## config.mk

```make
export PLATFORM = sky130hd
export DESIGN_NAME = sweep_ctrl
export DESIGN_NICKNAME = d
export VERILOG_FILES = /design/src/rtl/sweep_ctrl.sv
export SDC_FILE = /design/constraint.sdc
export NUM_CORES = 1
export LEC_CHECK = 0
export ABC_AREA = 1
export BUFFER_PORTS_ARGS = -buffer_cell sky130_fd_sc_hd__clkbuf_2
export CELL_PAD_IN_SITES_DETAIL_PLACEMENT = 1
export CELL_PAD_IN_SITES_GLOBAL_PLACEMENT = 1
export CORE_UTILIZATION = 39
export CTS_CLUSTER_DIAMETER = 30
export CTS_CLUSTER_SIZE = 28
export DETAILED_ROUTE_END_ITERATION = 6
export PLACE_DENSITY = 0.73
export SYNTH_ARGS = -nofsm -noshare
export SYNTH_HDL_FRONTEND = slang
export SYNTH_SLANG_ARGS = --single-unit
export TNS_END_PERCENT = 100
```

## constraint.sdc

```tcl
create_clock -name clk -period 8.9 [get_ports clk]
set_input_delay 1.78 -clock clk [delete_from_list [all_inputs] [get_ports clk]]
set_output_delay 1.78 -clock clk [all_outputs]
set_load 0.01 [all_outputs]
```

## src/rtl/sweep_ctrl.sv

```systemverilog
// Chirp sequencer for the CORDIC generator: ARM pulses gen_reset, then steps f_start..f_stop (triangle if mode=1).
// start@T -> gen_reset T+1..T+2, step valid T+3; no backpressure, timing counts ce_in. Ramp option: SWEEP_AMPL_RAMP_EN.
module sweep_ctrl #(
    parameter int ANGLE_WIDTH = 16,
    parameter int DATA_WIDTH  = 12,
    parameter int DWELL_WIDTH = 16,
    parameter int RAMP_STEP   = 16
) (
    input  logic                   clk,
    input  logic                   reset,
    input  logic                   ce_in,
    input  logic                   start,
    input  logic                   abort,
    input  logic                   mode,
    input  logic [ANGLE_WIDTH-1:0] f_start,
    input  logic [ANGLE_WIDTH-1:0] f_stop,
    input  logic [ANGLE_WIDTH-1:0] f_inc,
    input  logic [DWELL_WIDTH-1:0] dwell,
    input  logic [DATA_WIDTH:0]    ampl_in,
    output logic [ANGLE_WIDTH-1:0] step,
    output logic [DATA_WIDTH:0]    ampl,
    output logic                   gen_ce,
    output logic                   gen_reset,
    output logic                   busy,
    output logic                   done,
    output logic                   cfg_err
);

    localparam logic [2:0] S_IDLE   = 3'd0;
    localparam logic [2:0] S_ARM    = 3'd1;
    localparam logic [2:0] S_UP     = 3'd2;
    localparam logic [2:0] S_DOWN   = 3'd3;
    localparam logic [2:0] S_FINISH = 3'd4;
`ifdef SWEEP_AMPL_RAMP_EN
    localparam logic [2:0] S_RAMP_UP = 3'd5;
    localparam logic [2:0] S_RAMP_DN = 3'd6;
    localparam logic [2:0] S_AFTER_ARM = S_RAMP_UP;
    localparam logic [2:0] S_END       = S_RAMP_DN;
    localparam logic [DATA_WIDTH+1:0] LP_RSTEP = (DATA_WIDTH+2)'(RAMP_STEP);
`else
    localparam logic [2:0] S_AFTER_ARM = S_UP;
    localparam logic [2:0] S_END       = S_FINISH;
`endif

    logic [2:0]             r_state;
    logic                   r_arm_cnt;
    logic                   r_cfg_err;
    logic                   r_mode;
    logic [ANGLE_WIDTH-1:0] r_f_start, r_f_stop, r_f_inc, r_cur;
    logic [DWELL_WIDTH-1:0] r_dwell, r_dwell_cnt;
    logic [DATA_WIDTH:0]    r_ampl_tgt;

    logic [ANGLE_WIDTH:0]   w_up_sum, w_dn_diff;
    logic [ANGLE_WIDTH-1:0] w_up_next, w_dn_next;
    logic [DWELL_WIDTH-1:0] w_dwell_last;
    logic                   w_expire, w_cfg_bad, w_at_stop, w_at_start;
    logic [DATA_WIDTH:0]    w_ampl_out;

    // Both directions are computed one bit wider so overflow/underflow saturate cleanly.
    assign w_up_sum   = {1'b0, r_cur} + {1'b0, r_f_inc};
    assign w_up_next  = (w_up_sum > {1'b0, r_f_stop}) ? r_f_stop : w_up_sum[ANGLE_WIDTH-1:0];
    assign w_dn_diff  = {1'b0, r_cur} - {1'b0, r_f_inc};
    assign w_dn_next  = (w_dn_diff[ANGLE_WIDTH] || (w_dn_diff[ANGLE_WIDTH-1:0] < r_f_start))
                        ? r_f_start : w_dn_diff[ANGLE_WIDTH-1:0];
    assign w_at_stop  = (r_cur == r_f_stop);
    assign w_at_start = (r_cur == r_f_start);

    assign w_dwell_last = (r_dwell == '0) ? '0 : r_dwell - DWELL_WIDTH'(1);
    assign w_expire     = ce_in && (r_dwell_cnt == w_dwell_last);
    assign w_cfg_bad    = (f_start > f_stop) || (f_inc == '0);

`ifdef SWEEP_AMPL_RAMP_EN
    logic [DATA_WIDTH:0]   r_ampl;
    logic [DATA_WIDTH+1:0] w_ramp_sum;
    logic [DATA_WIDTH:0]   w_ramp_up, w_ramp_dn;
    assign w_ramp_sum = {1'b0, r_ampl} + LP_RSTEP;
    assign w_ramp_up  = (w_ramp_sum > {1'b0, r_ampl_tgt}) ? r_ampl_tgt : w_ramp_sum[DATA_WIDTH:0];
    assign w_ramp_dn  = ({1'b0, r_ampl} <= LP_RSTEP) ? '0 : r_ampl - LP_RSTEP[DATA_WIDTH:0];
    assign w_ampl_out = r_ampl;
`else
    assign w_ampl_out = r_ampl_tgt;
`endif

    always_comb begin
        step      = '0;
        ampl      = '0;
        gen_ce    = 1'b0;
        gen_reset = 1'b0;
        case (r_state)
            S_ARM: begin
                gen_ce    = 1'b1;
                gen_reset = 1'b1;
            end
            S_UP, S_DOWN: begin
                step   = r_cur;
                ampl   = w_ampl_out;
                gen_ce = ce_in;
            end
`ifdef SWEEP_AMPL_RAMP_EN
            S_RAMP_UP, S_RAMP_DN: begin
                step   = r_cur;
                ampl   = r_ampl;
                gen_ce = ce_in;
            end
`endif
            S_FINISH: begin
                step = r_cur;
                ampl = w_ampl_out;
            end
            default: ;
        endcase
    end

    assign busy    = (r_state != S_IDLE);
    assign done    = (r_state == S_FINISH);
    assign cfg_err = r_cfg_err;

    always_ff @(posedge clk or negedge reset) begin
        if (!reset) begin
            r_state     <= S_IDLE;
            r_arm_cnt   <= 1'b0;
            r_cfg_err   <= 1'b0;
            r_mode      <= 1'b0;
            r_f_start   <= '0;
            r_f_stop    <= '0;
            r_f_inc     <= '0;
            r_cur       <= '0;
            r_dwell     <= '0;
            r_dwell_cnt <= '0;
            r_ampl_tgt  <= '0;
`ifdef SWEEP_AMPL_RAMP_EN
            r_ampl      <= '0;
`endif
        end else begin
            r_cfg_err <= 1'b0;
            if (abort && (r_state != S_IDLE)) begin
                r_state     <= S_IDLE;
                r_dwell_cnt <= '0;
`ifdef SWEEP_AMPL_RAMP_EN
                r_ampl      <= '0;
`endif
            end else begin
                case (r_state)
                    S_IDLE: begin
                        if (start && !abort) begin
                            r_f_start  <= f_start;
                            r_f_stop   <= f_stop;
                            r_f_inc    <= f_inc;
                            r_dwell    <= dwell;
                            r_mode     <= mode;
                            r_ampl_tgt <= ampl_in;
                            if (w_cfg_bad) begin
                                r_cfg_err <= 1'b1;
                            end else begin
                                r_state   <= S_ARM;
                                r_arm_cnt <= 1'b0;
                            end
                        end
                    end
                    S_ARM: begin
                        r_arm_cnt <= 1'b1;
                        if (r_arm_cnt) begin
                            r_state     <= S_AFTER_ARM;
                            r_cur       <= r_f_start;
                            r_dwell_cnt <= '0;
                        end
                    end
`ifdef SWEEP_AMPL_RAMP_EN
                    S_RAMP_UP: begin
                        if (ce_in) begin
                            r_ampl <= w_ramp_up;
                            if (w_ramp_up == r_ampl_tgt) r_state <= S_UP;
                        end
                    end
                    S_RAMP_DN: begin
                        if (ce_in) begin
                            r_ampl <= w_ramp_dn;
                            if (w_ramp_dn == '0) r_state <= S_FINISH;
                        end
                    end
`endif
                    S_UP: begin
                        if (w_expire) begin
                            r_dwell_cnt <= '0;
                            if (w_at_stop) begin
                                if (!r_mode || (r_f_start == r_f_stop)) begin
                                    r_state <= S_END;
                                end else begin
                                    r_state <= S_DOWN;
                                    r_cur   <= w_dn_next;
                                end
                            end else begin
                                r_cur <= w_up_next;
                            end
                        end else if (ce_in) begin
                            r_dwell_cnt <= r_dwell_cnt + DWELL_WIDTH'(1);
                        end
                    end
                    S_DOWN: begin
                        if (w_expire) begin
                            r_dwell_cnt <= '0;
                            if (w_at_start) begin
                                r_state <= S_UP;
                                r_cur   <= w_up_next;
                            end else begin
                                r_cur <= w_dn_next;
                            end
                        end else if (ce_in) begin
                            r_dwell_cnt <= r_dwell_cnt + DWELL_WIDTH'(1);
                        end
                    end
                    S_FINISH: r_state <= S_IDLE;
                    default:  r_state <= S_IDLE;
                endcase
            end
        end
    end

endmodule
```

; ---- Word-level counts from Yosys, hierarchy flattened
; Cells that the tools add are included.
[classes]
add_sub_neg = 4
n_lt_le_gt_ge = 3
n_eq_ne = 22
n_mux = 36
bitwise = 1
n_reduce_logical = 22
[ops]
columns = op, count
row1 = 2-to-1 mux 16 bit, 14
row2 = == test 16 bit, 4
row3 = one-hot mux 16 bit (3 select lines), 1
row4 = zero test 16 bit, 2
row5 = one-hot mux 16 bit (2 select lines), 1
row6 = 2-to-1 mux 3 bit, 9
row7 = "!= test 3 bit, second input constant", 8
row8 = adder 16 x 16 -> 17 bit, 1
row9 = > comparator 17 x 16 -> 1 bit, 1
row10 = subtractor 16 x 16 -> 17 bit, 1
row11 = "adder 16 x 1 -> 16 bit, second input constant", 1
row12 = > comparator 16 bit, 1
row13 = less-than comparator 16 bit, 1
row14 = "subtractor 16 x 1 -> 16 bit, second input constant", 1
row15 = 2-to-1 mux 13 bit, 1
row16 = one-hot mux 3 bit (4 select lines), 1
row17 = "!= test 2 bit, second input constant", 5
row18 = nonzero test 3 bit, 3
row19 = 2-to-1 mux 1 bit, 7
row20 = AND reduction 7 bit, 1
row21 = "== test 3 x 2 -> 1 bit, second input constant", 2
row22 = AND reduction 3 bit, 2
row23 = AND reduction 6 bit, 1
row24 = "!= test 4 x 1 -> 1 bit, second input constant", 1
row25 = other kinds (12), 18
[totals]
reg_bits = 115
input_bits = 83
out_inout_bits = 34
word_cells = 99

; ---- Longest topological paths before layout
[depth]
depth_word = 8
depth_mapped = 28
depth_no_buf = 26

; ---- Least setup slack after synthesis
; Ideal clock, no wire load.
[synth_path]
path_kind = input -> output
from = input ce_in
to = output gen_ce
arrival_ns = 2.095
required_time_ns = 7.120
slack_ns = 5.025
cell_stages = 2
n_path_buf = 0
cell_sequence = inv_1 -> o21ai_0
[synth_between]
elab_chain_len = 1
[synth_rtl]
columns = element, line
row1 = from (decl), 11  ; input logic ce_in,
row2 = one-hot mux 1 bit (2 select lines), 89  ; case (r_state)
row3 = to (decl), 22  ; output logic gen_ce,
; No other way between the ends.

; ---- Worst setup path in the final report
[layout_path]
from = register r_state[1]
to = output gen_ce
[layout_between]
elab_chain_len = 3
[layout_rtl]
columns = element, line
row1 = from (decl), 45  ; logic [2:0] r_state;
row2 = from (signal assigned), 120  ; r_state <= S_IDLE;
row3 = from (signal assigned), 137  ; r_state <= S_IDLE;
row4 = from (signal assigned), 155  ; r_state <= S_ARM;
row5 = == test 3 x 2 -> 1 bit, 89
row6 = OR reduction 2 bit (no source line), --
row7 = one-hot mux 1 bit (2 select lines) (*), 89
; Mark *: on every way between the ends. The rest lies on a longest branch, timed or not.

==> results list <==
* Number of warnings printed during yosys synthesis: 0
- Tightest Pin Transition: 1.34 ns
* Number of post-CTS setup repair buffers: 0
- Entering global routing, the biggest net connects just over 100 pins.
* Diodes inserted: 0
* CP Cell Sequence: inv_1 -> nor2_1 -> inv_1 -> o21ai_0 -> clkbuf_2
- Fraction of final layout cells with drive strength greater than 1: around 11%
* Post-CTS Hold Fix Bufs: 0
* Final HPWL from detailed placement: 26.3 mm
- Final standard cell utilization of the core: a little under half
- Global route overflow: 0
* Async SR Flop Fraction: 100%
- Setup violations remaining at the end of the flow were counted as 0.
- Total standard cell area after synthesis: 0.00995 mm2
* Maximum fanout encountered on the critical timing path: 21
* Most used cell, CP: inv_1
- Clock network latency to the later pin of the worst-skew pair: ~0.44 ns
- Effective utilization at floorplan: just under 40%
- Min Clock Period, post-route: between 5 and 6 ns
- Vias/cell: 5.20
* Die Area: 0.0262 mm2
* Horiz. Die Dim: roughly 160 um
- Summed over all nets, wire length on met2 after detailed routing comes to roughly 15 mm.
- TritonCTS built the clock tree.
* Worst Skew: 0.0144 ns
* Most instantiated flip-flop cell in the synthesis netlist: dfrtp_1
- The tool flagged a number of max-cap violations equal to 0.
* Vias in the first global route: ~10k
* Worst hold path type: reg -> reg
- Cell Rows: 58
- Setup repair after global routing left no endpoint under its margin.
* Critical path's slowest cell: nor2_1
- Across all register-to-register paths, the minimum setup slack is between 3 and 4 ns.
* Drt total wl: 34.0 mm
- For this run, the total global-route usage over all layers was measured as between 20% and 30%.
- The clock passes through at most 2 buffers.
* Length of routed met3 wiring: around 980 um
- Cells after synthesis: about 1.5k
- Growth of design area from synthesis to finish: 14.0%
* Detailed Routing Iterations Pass 1: 4
* Vertical die dimension: 162 um
- CP arrival: approximately 3.3 ns
- Filler cell count in the final layout: about 3.4k
* Uppermost routed layer: met4
- In this run the number of H-tree levels came out at 4.
- First-pass GRT wire length: 55.8 mm
- Endpoint of the worst register-to-register path: r_cur[2]
- By count the netlist is led by 363 x nand2_1, 222 x inv_1, 175 x nor2_1.
- Top cell type's share of synthesized area: roughly 29%
- For this design the top-level I/O count stands at approximately 120.
* Worst slack after detailed placement: around 4 ns
- Total clock buffers created by CTS: 17
* Post-route setup slack: 3.78 ns
* Synth area leaders: dfrtp_1 29%, nand2_1 14%, ha_1 10%, inv_1 8.4%, nand3_1 7.0%
- Final routed DRC violation total: 0
- Element type at the critical path end: primary output
- Hold Fails Final Rpt: 0
- In this design, the stage delay of the slowest critical-path cell is between 1 and 1.5 ns.
- Measured against its own limit, the worst slew margin works out to between 10% and 20%.
- By instance count, the leading cell after synthesis is nand2_1.
- The flow ran to the end, and the final reports show no timing, DRC or antenna violations.
- Critical path startpoint category: register
- After clock tree synthesis, the clock-pin slew on the worst setup and hold paths is 0.07 ns.
* Post-detailed-route count of antenna-violating nets: 0
- Counting distinct cell types in the post-synthesis netlist gives ~40.
- The net count of the finished layout is approximately 1.8k.
- Vias: 10.1k
- The startpoint identified for the worst hold timing path is r_arm_cnt.
* Number of cells upsized or downsized after cts: 0
- Counting every sink on the clock net gives 115.
- Placer congestion estimate: a little over 0.9
- CP Data Required Time: around 7.1 ns
- Mean Syn Cell Area: 6.62 um2
* Register-to-Register Path Depth: 20
- Routed len/inst: roughly 18 um
- After synthesis the netlist holds a flip-flop and latch count of about 120.
- The synthesized design spends more area on one cell type than any other, namely dfrtp_1.
- The number of antenna violations at the first check in global routing came to 0.
* RR Startpoint: r_cur[0]
- In this run the tool buffered the top-level ports with 116 buffer cells.
* F_max: 195 MHz
* Path type of the worst setup path: reg -> out
* CORE AREA: 0.0251 mm2
* Worst Hold Path Cells: 2
* DRT iter0 DRCs: ~500
- Yosys mapped a number of flops with a built-in enable equal to 0.
- Sum of routed wire segments on met1: 16.8 mm
- The cell sitting at the root of the clock tree is a clkbuf_16.
- Tcrit/Tclk final: a little under three fifths
* Setup tns final: 0 ns
- The number of nets in the synthesized netlist is ~1.7k.
- Endpoint of the worst hold path: r_arm_cnt
- Sequential fraction of the synthesis area: a little under 30%
- The max-slew violation count came to 0.
layout by cell type, fill, tap and decap left out, drive strengths merged:
| cell type | Yosys | routed |
|---|---|---|
| a21boi | 2 | 2 |
| a21o | 2 | 2 |
| a21oi | 109 | 109 |
| a31oi | 1 | 1 |
| and2 | 1 | 1 |
| buf | 14 | 5 |
| bufinv | 0 | 1 |
| clkbuf | 32 | 132 |
| clkinv | 3 | 5 |
| clkinvlp | 0 | 1 |
| dfrtp | 115 | 115 |
| fa | 2 | 2 |
| ha | 81 | 81 |
| inv | 223 | 234 |
| mux2 | 4 | 4 |
| nand2 | 369 | 369 |
| nand3 | 142 | 142 |
| nand3b | 10 | 10 |
| nand4 | 41 | 41 |
| nor2 | 183 | 183 |
| nor3 | 20 | 20 |
| nor4 | 5 | 5 |
| o211ai | 3 | 3 |
| o21a | 4 | 4 |
| o21ai | 70 | 70 |
| o21bai | 7 | 7 |
| or2 | 1 | 1 |
| xnor2 | 25 | 25 |
| xor2 | 34 | 34 |
cells by family (layout without fill, tap and decap cells):
| kind of cell | after synthesis | after routing | share of synthesized area, % |
|---|---|---|---|
| AOI/OAI and AO/OA | 198 | 198 | 10.5 |
| adders and majority gates | 83 | 83 | 10.6 |
| DFF | 115 | 115 | 28.9 |
| muxes | 4 | 4 | 0.452 |
| and+or+nand+nor | 772 | 772 | 33.5 |
| buffers and inverters | 272 | 378 | 10.9 |
| xor gates and xnor gates | 59 | 59 | 5.19 |
critical path, delay by kind of cell, from the launching register on:
kind            cells  cell delay (ns)
buf+inv             3             1.12
compound gates      1             0.38
flops               1             0.40
simple gates        1             1.01
through the flow:
| step | hold slack (ns) | instance area (um2) | instances |
|---|---|---|---|
| detailed placement | 0.503 | 10800 | 1907 |
| global route | 0.535 | 11300 | 1939 |
| finish | 0.509 | 11300 | 1939 |
| CTS | 0.518 | 11300 | 1939 |
| floorplan | 0.461 | 9950 | 1503 |
| global placement | 0.487 | 10800 | 1907 |
worst max-delay path by stage:
stage	from	to	slack, ns	cells after the start
3_5_place_dp	r_cur[0]	r_cur[5]	3.98	20
2_1_floorplan	ce_in	gen_ce	5.02	2
3_3_place_gp	r_cur[0]	r_cur[0]	4.12	20
6_report	r_state[1]	gen_ce	3.78	5
5_1_grt	r_cur[0]	r_cur[5]	3.31	20
4_1_cts	r_state[1]	gen_ce	3.86	5
layer usage:
metal	vias to the layer above	GRT usage (%)
li1	5006	-
met1	4859	37.7
met2	175	43.7
met3	42	3.12
met4	0	7.76
met5	-	0
sequential cells by signal, indices dropped and copies added, names as in the netlist, 3 cells and up:
register / count
r_cur: 16
r_dwell: 16
r_dwell_cnt: 16
r_f_stop: 16
r_state: 3
r_f_start: 16
r_ampl_tgt: 13
r_f_inc: 16
final cells by class:
type                    count  area, um2  share of cell area (%)
multi-input cells        1116       6000                    52.9
flip-flops and latches    115       2880                    25.4
inverters                 226        853                    7.52
repair buffers            120        613                    5.40
clock buffers              17        425                    3.75
well taps                 330        413                    3.64
clock inverters            15        160                    1.41
Power is left out: the tool's default activity adds up to more than one toggle a clock period on the data nets, which glitch-free logic cannot reach.
